--- config.mk ---
export PLATFORM = sky130hd
export DESIGN_NAME = icache_rd_arb_flat
export DESIGN_NICKNAME = d
export VERILOG_FILES = /design/src/rtl/icache_rd_arb_if.sv /design/src/rtl/icache_rd_arb.sv /design/src/flat_wrapper.sv
export SDC_FILE = /design/constraint.sdc
export NUM_CORES = 1
export LEC_CHECK = 0
export BUFFER_PORTS_ARGS = -buffer_cell sky130_fd_sc_hd__buf_4
export CAP_MARGIN = 20
export CORE_MARGIN = 8
export CORE_UTILIZATION = 46
export CTS_CLUSTER_SIZE = 20
export DETAILED_ROUTE_END_ITERATION = 16
export GPL_ROUTABILITY_DRIVEN = 0
export MAX_ROUTING_LAYER = met4
export PLACE_DENSITY = 0.89
export SYNTH_ARGS = -nofsm -noshare
export SYNTH_HDL_FRONTEND = slang
export SYNTH_SLANG_ARGS = --single-unit
--- constraint.sdc ---
create_clock -name clk_core -period 2.2 [get_ports clk_core]
set_input_delay 0.22 -clock clk_core [delete_from_list [all_inputs] [get_ports clk_core]]
set_output_delay 0.22 -clock clk_core [all_outputs]
set_load 0.005 [all_outputs]
--- src/rtl/icache_rd_arb_if.sv ---
// Signal bundle between the fetch/prefetch requesters, the icache read port
// and the icache read arbiter.
interface icache_rd_arb_if;
  logic        fe0_read_req;
  logic [8:0]  fe0_read_asid;
  logic [31:2] fe0_read_addr;
  logic        fe0_specid;

  logic        pf_valid;
  logic        pf_ready;
  logic [8:0]  pf_asid;
  logic [31:2] pf_addr;
  logic        pf_done;
  logic        pf_drop;

  logic        de_setpc;
  logic        csr_setpc;

  logic        ic_req;
  logic [8:0]  ic_asid;
  logic [31:2] ic_addr;
  logic        ic_specid;
  logic        ic_src;

  logic        arb_fe_hold;
  logic        arb_err;

  // Requester/consumer side: drives requests, observes the arbitrated port.
  modport master (
    output fe0_read_req, fe0_read_asid, fe0_read_addr, fe0_specid,
    output pf_valid, pf_asid, pf_addr, de_setpc, csr_setpc,
    input  pf_ready, pf_done, pf_drop,
    input  ic_req, ic_asid, ic_addr, ic_specid, ic_src,
    input  arb_fe_hold, arb_err
  );

  // Arbiter side.
  modport slave (
    input  fe0_read_req, fe0_read_asid, fe0_read_addr, fe0_specid,
    input  pf_valid, pf_asid, pf_addr, de_setpc, csr_setpc,
    output pf_ready, pf_done, pf_drop,
    output ic_req, ic_asid, ic_addr, ic_specid, ic_src,
    output arb_fe_hold, arb_err
  );
endinterface

--- src/rtl/icache_rd_arb.sv ---
// Arbitrates the icache read port between fetch0 and a one-entry prefetch
// buffer; fetch normally wins, a starvation counter eventually forces prefetch.
module icache_rd_arb #(
  parameter int STARVE_MAX = 8
) (
  input logic           clk_core,
  input logic           reset_n,
  icache_rd_arb_if.slave bus
);

  typedef enum logic [1:0] {IDLE, PEND, HOLD} state_t;

  localparam logic [2:0] STARVE_LAST = 3'(STARVE_MAX - 1);

  state_t      state, state_nxt;
  logic [2:0]  starve_cnt, starve_cnt_nxt;
  logic [8:0]  hold_asid;
  logic [31:2] hold_addr;
  logic        err_q;

  logic pf_ready_w, capture, redirect, line_match;
  logic fe_grant, pf_grant, drop_w, err_set;

  assign pf_ready_w = (state == IDLE) & reset_n;
  assign capture    = bus.pf_valid & pf_ready_w;
  assign redirect   = bus.de_setpc | bus.csr_setpc;
  assign line_match = (bus.fe0_read_addr[31:5] == hold_addr[31:5]) &&
                      (bus.fe0_read_asid == hold_asid);

  always_ff @(posedge clk_core) begin
    if (!reset_n) begin
      state      <= IDLE;
      starve_cnt <= 3'd0;
      hold_asid  <= 9'd0;
      hold_addr  <= 30'd0;
      err_q      <= 1'b0;
    end else begin
      state      <= state_nxt;
      starve_cnt <= starve_cnt_nxt;
      if (capture) begin
        hold_asid <= bus.pf_asid;
        hold_addr <= bus.pf_addr;
      end
      if (err_set) err_q <= 1'b1;
    end
  end

  always_comb begin
    state_nxt      = state;
    starve_cnt_nxt = starve_cnt;
    fe_grant       = 1'b0;
    pf_grant       = 1'b0;
    drop_w         = 1'b0;
    err_set        = 1'b0;
    case (state)
      IDLE: begin
        fe_grant = bus.fe0_read_req;
        if (capture) state_nxt = PEND;
      end
      PEND: begin
        fe_grant = bus.fe0_read_req;
        if (redirect || !bus.fe0_read_req || line_match) begin
          // Redirect or same-line fetch makes the prefetch pointless.
          pf_grant       = !redirect && !bus.fe0_read_req;
          drop_w         = !pf_grant;
          state_nxt      = IDLE;
          starve_cnt_nxt = 3'd0;
        end else if (starve_cnt == STARVE_LAST) begin
          state_nxt      = HOLD;
          starve_cnt_nxt = 3'd0;
        end else begin
          starve_cnt_nxt = starve_cnt + 3'd1;
        end
      end
      HOLD: begin
        // Fetch is stalled via arb_fe_hold; a request here is a protocol error.
        err_set        = bus.fe0_read_req;
        state_nxt      = IDLE;
        starve_cnt_nxt = 3'd0;
        if (redirect) begin
          drop_w   = 1'b1;
          fe_grant = bus.fe0_read_req;
        end else begin
          pf_grant = 1'b1;
        end
      end
      default: begin
        state_nxt      = IDLE;
        starve_cnt_nxt = 3'd0;
      end
    endcase
  end

  // Pulses are suppressed while reset is applied so a discarded prefetch is silent.
  assign bus.pf_ready    = pf_ready_w;
  assign bus.pf_done     = pf_grant & reset_n;
  assign bus.pf_drop     = drop_w & reset_n;
  assign bus.ic_req      = fe_grant | (pf_grant & reset_n);
  assign bus.ic_src      = pf_grant & reset_n;
  assign bus.ic_asid     = fe_grant ? bus.fe0_read_asid : hold_asid;
  assign bus.ic_addr     = fe_grant ? bus.fe0_read_addr : hold_addr;
  assign bus.ic_specid   = fe_grant & bus.fe0_specid;
  assign bus.arb_fe_hold = (state == HOLD);
  assign bus.arb_err     = err_q;

endmodule

--- src/flat_wrapper.sv ---
// flat-port wrapper written by rule: the top's interface ports become plain ports
module icache_rd_arb_flat 
#(
  parameter int STARVE_MAX = 8
)
  (clk_core, reset_n, bus_fe0_read_req, bus_fe0_read_asid, bus_fe0_read_addr, bus_fe0_specid, bus_pf_valid, bus_pf_asid, bus_pf_addr, bus_de_setpc, bus_csr_setpc, bus_pf_ready, bus_pf_done, bus_pf_drop, bus_ic_req, bus_ic_asid, bus_ic_addr, bus_ic_specid, bus_ic_src, bus_arb_fe_hold, bus_arb_err);
  icache_rd_arb_if bus_i ();
  input logic clk_core;
  input logic reset_n;
  input wire logic [$bits(bus_i.fe0_read_req)-1:0] bus_fe0_read_req;
  input wire logic [$bits(bus_i.fe0_read_asid)-1:0] bus_fe0_read_asid;
  input wire logic [$bits(bus_i.fe0_read_addr)-1:0] bus_fe0_read_addr;
  input wire logic [$bits(bus_i.fe0_specid)-1:0] bus_fe0_specid;
  input wire logic [$bits(bus_i.pf_valid)-1:0] bus_pf_valid;
  input wire logic [$bits(bus_i.pf_asid)-1:0] bus_pf_asid;
  input wire logic [$bits(bus_i.pf_addr)-1:0] bus_pf_addr;
  input wire logic [$bits(bus_i.de_setpc)-1:0] bus_de_setpc;
  input wire logic [$bits(bus_i.csr_setpc)-1:0] bus_csr_setpc;
  output wire logic [$bits(bus_i.pf_ready)-1:0] bus_pf_ready;
  output wire logic [$bits(bus_i.pf_done)-1:0] bus_pf_done;
  output wire logic [$bits(bus_i.pf_drop)-1:0] bus_pf_drop;
  output wire logic [$bits(bus_i.ic_req)-1:0] bus_ic_req;
  output wire logic [$bits(bus_i.ic_asid)-1:0] bus_ic_asid;
  output wire logic [$bits(bus_i.ic_addr)-1:0] bus_ic_addr;
  output wire logic [$bits(bus_i.ic_specid)-1:0] bus_ic_specid;
  output wire logic [$bits(bus_i.ic_src)-1:0] bus_ic_src;
  output wire logic [$bits(bus_i.arb_fe_hold)-1:0] bus_arb_fe_hold;
  output wire logic [$bits(bus_i.arb_err)-1:0] bus_arb_err;
  assign bus_i.fe0_read_req = bus_fe0_read_req;
  assign bus_i.fe0_read_asid = bus_fe0_read_asid;
  assign bus_i.fe0_read_addr = bus_fe0_read_addr;
  assign bus_i.fe0_specid = bus_fe0_specid;
  assign bus_i.pf_valid = bus_pf_valid;
  assign bus_i.pf_asid = bus_pf_asid;
  assign bus_i.pf_addr = bus_pf_addr;
  assign bus_i.de_setpc = bus_de_setpc;
  assign bus_i.csr_setpc = bus_csr_setpc;
  assign bus_pf_ready = bus_i.pf_ready;
  assign bus_pf_done = bus_i.pf_done;
  assign bus_pf_drop = bus_i.pf_drop;
  assign bus_ic_req = bus_i.ic_req;
  assign bus_ic_asid = bus_i.ic_asid;
  assign bus_ic_addr = bus_i.ic_addr;
  assign bus_ic_specid = bus_i.ic_specid;
  assign bus_ic_src = bus_i.ic_src;
  assign bus_arb_fe_hold = bus_i.arb_fe_hold;
  assign bus_arb_err = bus_i.arb_err;
  icache_rd_arb #(.STARVE_MAX(STARVE_MAX)) u_core (.clk_core(clk_core), .reset_n(reset_n), .bus(bus_i));
endmodule
==> impl_metrics.env <==
export IMPL_tightest_slew_ns=0.5076
export IMPL_synth_common_cells="nand2_1, dfxtp_1, mux2_1, o21ai_0, xor2_1"
export IMPL_holdPathStages=3
export IMPL_fin_crit_ns=2.350
export IMPL_synth_async_sr_flop_share=0
export IMPL_max_stage_delay_ns=0.55
export IMPL_top_layer="met4"
export IMPL_total_power_w=0.003158
export IMPL_yosysMostFrequentCell="nand2_1"
export IMPL_io_buffers=131
export IMPL_overflow=0
export IMPL_drc=0
export IMPL_finalWorstSetupSlack_ns=-0.1500
export IMPL_synth_area_top_cells="dfxtp_1, mux2_1, xor2_1, nand2_1, o21ai_0"
export IMPL_cts_path_max_buffers=2
export IMPL_drt_antenna_violating_nets=0
export IMPL_cts_root_buf="clkbuf_8"
export IMPL_wl_met2_um=5114
export IMPL_p_leak_nw=2.018
export IMPL_stdcell_area_um2=4309
export IMPL_syn_area_per_cell_um2=8.403
export IMPL_hold_viol=0
export IMPL_routed_wl_um=9594
export IMPL_timing_rr_end="u_core.state[0]$_SDFFE_PN0P_"
export IMPL_drv_cap=0
export IMPL_dpl_cell_area_um2=3669
export IMPL_area_growth_pct=65.42
export IMPL_crit_arrival_ns=2.13
export IMPL_final_util=0.7874
export IMPL_fmax_ghz=0.4255
export IMPL_syn_inst=310
export IMPL_path_cells="xor2_1 -> nor4_2 -> nand3_1 -> or4_1 -> a21oi_2 -> buf_4"
export IMPL_drive_gt1_frac=0.4812
export IMPL_antenna_found_initial=0
export IMPL_synth_edf_count=0
export IMPL_initial_utilization=0.4760
export IMPL_yosys_warnings=0
export IMPL_critPathRequiredTime_ns=1.98
export IMPL_finalMaxSlewViolations=0
export IMPL_coreArea_um2=5473
export IMPL_grt_pass1_vias=2723
export IMPL_status="complete, but fails checks"
export IMPL_wire_per_inst_um=18.34
export IMPL_r2r_slack_ns=0.21
export IMPL_slew_headroom=0.6585
export IMPL_multiInputGateArea_um2=1836
export IMPL_cp_max_fo=2
export IMPL_min_to="u_core.hold_addr[27]$_SDFFE_PN0P_"
export IMPL_synth_top_area_cell="dfxtp_1"
export IMPL_cts_tree="done"
export IMPL_criticalPathCategory="reg2out"
export IMPL_hpwlAfterDp_um=6293
export IMPL_fillerInstances=358
export IMPL_ys_ff_latch=45
export IMPL_synth_flop_cell="dfxtp_1"
export IMPL_grt_pass1_wl_um=13260
export IMPL_ys_seq_area_frac=0.3458
export IMPL_first_pass_iters=4
export IMPL_design_portCount=132
export IMPL_rsz0062_at_grt="true"
export IMPL_netlist_area_leader_share=0.3458
export IMPL_clk_pin_slew_worst_paths_ns=0.08
export IMPL_fin_skew_ns=0.006446
export IMPL_met3_length_um=573
export IMPL_mappedNetlistNets=402
export IMPL_diodes=0
export IMPL_viasPerCell=5.233
export IMPL_holdCritStartpoint="bus_pf_addr[25]"
export IMPL_crit_slowest_cell="or4_1"
export IMPL_drt_iter0_markers=160
export IMPL_h_tree_depth=2
export IMPL_ir_worst_vdd_uv=484.2
export IMPL_regArea_um2=918.4
export IMPL_startpoint_type="flip-flop"
export IMPL_rr_worst_depth=7
export IMPL_clock_latency_ns=0.29
export IMPL_rows=27
export IMPL_finalNetCount=544
export IMPL_whs_ns=0.1170
export IMPL_cts_sinks=45
export IMPL_track_usage=0.1973
export IMPL_yosysUniqueCellTypes=31
export IMPL_die_y_um=91.26
export IMPL_die_w_um=91.26
export IMPL_r2r_start="u_core.hold_addr[15]$_SDFFE_PN0P_"
export IMPL_wl_met1_um=3768
export IMPL_numCtsBuffers=5
export IMPL_fin_crit_sh=1.068
export IMPL_hp_class="in2reg"
export IMPL_setup_violations=40
export IMPL_power_density_nw_per_um2=732.8
export IMPL_violations="setup timing"
export IMPL_finalSetupTns_ns=-1.242
export IMPL_critPathCaptureType="output port"
export IMPL_die_area_um2=8327
export IMPL_synth_area_um2=2605
export IMPL_vias=2737
export IMPL_grt_max_degree=41
-- final cells by class --
| cell class | count | share of cell area |
|---|---|---|
| clock buffers | 5 | 0.01597 |
| clock inverters | 1 | 0.001161 |
| inverters | 4 | 0.005226 |
| multi-input cells | 242 | 0.4260 |
| flip-flops and latches | 45 | 0.2131 |
| well taps | 72 | 0.02091 |
| repair buffers | 154 | 0.3177 |
-- flip-flops by register name (all words and copies together), names as in the netlist --
signal	cells
u_core.hold_addr	30
u_core.hold_asid	9
u_core.starve_cnt	3
u_core.state	2
u_core.bus.arb_err	1
-- report_power, final --
| group | switching, W | total, W | leakage [nW] | internal (W) |
|---|---|---|---|---|
| Clock | 0.000268 | 0.000478 | 0.0399 | 0.000210 |
| Combinational | 0.000660 | 0.00163 | 1.60 | 0.000971 |
| Sequential | 0.000111 | 0.00105 | 0.375 | 0.000938 |
| Total | 0.00104 | 0.00316 | 2.02 | 0.00212 |
-- layout by cell type, fill, tap and decap left out, types with 2 or more instances in the layout --
master | Yosys | layout
a21oi_1 | 3 | 2
a21oi_2 | 1 | 2
a32o_1 | 2 | 2
and2_1 | 2 | 2
buf_12 | 0 | 2
buf_16 | 0 | 2
buf_4 | 1 | 118
buf_6 | 0 | 30
clkbuf_16 | 0 | 2
clkbuf_8 | 0 | 5
dfxtp_1 | 45 | 35
dfxtp_2 | 0 | 8
dfxtp_4 | 0 | 2
ha_1 | 7 | 4
ha_4 | 0 | 3
inv_1 | 4 | 2
mux2_1 | 39 | 10
mux2_4 | 0 | 29
nand2_1 | 83 | 83
nor2b_1 | 4 | 4
nor4_1 | 10 | 5
nor4_2 | 0 | 4
o21ai_0 | 36 | 36
o21ai_1 | 5 | 4
xor2_1 | 36 | 34
xor2_2 | 0 | 2
-- how the worst max path moves through the flow --
stage / end / depth (start not counted) / startpoint
2_1_floorplan: bus_ic_addr[0] / 6 / u_core.state[0]$_SDFFE_PN0P_
3_3_place_gp: bus_ic_addr[29] / 7 / u_core.state[0]$_SDFFE_PN0P_
3_5_place_dp: bus_ic_addr[8] / 7 / u_core.state[0]$_SDFFE_PN0P_
4_1_cts: bus_pf_drop / 6 / u_core.hold_addr[28]$_SDFFE_PN0P_
5_1_grt: bus_pf_drop / 6 / u_core.hold_addr[15]$_SDFFE_PN0P_
6_report: bus_pf_drop / 6 / u_core.hold_addr[15]$_SDFFE_PN0P_
-- critical path: cells and delay by family, from the launching register on --
kind                   cells  cell delay (ns)
buffers and inverters      1             0.13
AND/OR/NAND/NOR            3             1.05
XOR/XNOR                   1             0.17
AO/OA/AOI/OAI              1             0.15
flip-flops                 1             0.33
-- routing by layer --
layer,up-vias,global-route usage
li1,1328,-
met3,13,0.05267
met2,100,0.3501
met4,0,0.04366
met1,1296,0.2147
met5,-,-
-- cell families (layout without fill, tap and decap cells) --
logic type / after synthesis / count (layout) / synth area share
flip-flops: 45 / 45 / 0.3458
AND/OR/NAND/NOR: 107 / 107 / 0.1768
AO/OA/AOI/OAI: 52 / 52 / 0.1134
buffers and inverters: 23 / 164 / 0.03698
multiplexers: 40 / 40 / 0.1724
adder cells (fa/ha/maj): 7 / 7 / 0.03362
XOR/XNOR: 36 / 36 / 0.1210
-- per-stage QoR --
step,cells,setup WS [ns]
after floorplan,310,0.3332
after global placement,499,0.1318
after detailed placement,499,0.06977
after CTS,517,-0.1206
after global routing,523,-0.2310
final,523,-0.1500
-- repair_timing --
action	CTS	global route
buffers inserted	10	4
hold buffers	0	0
setup endpoints to repair	40	40
gates resized for setup	31	65
pin swaps	14	6
endpoints found under the hold margin	0	0
cloned	2	2
Power figures use the tool's default switching activity.
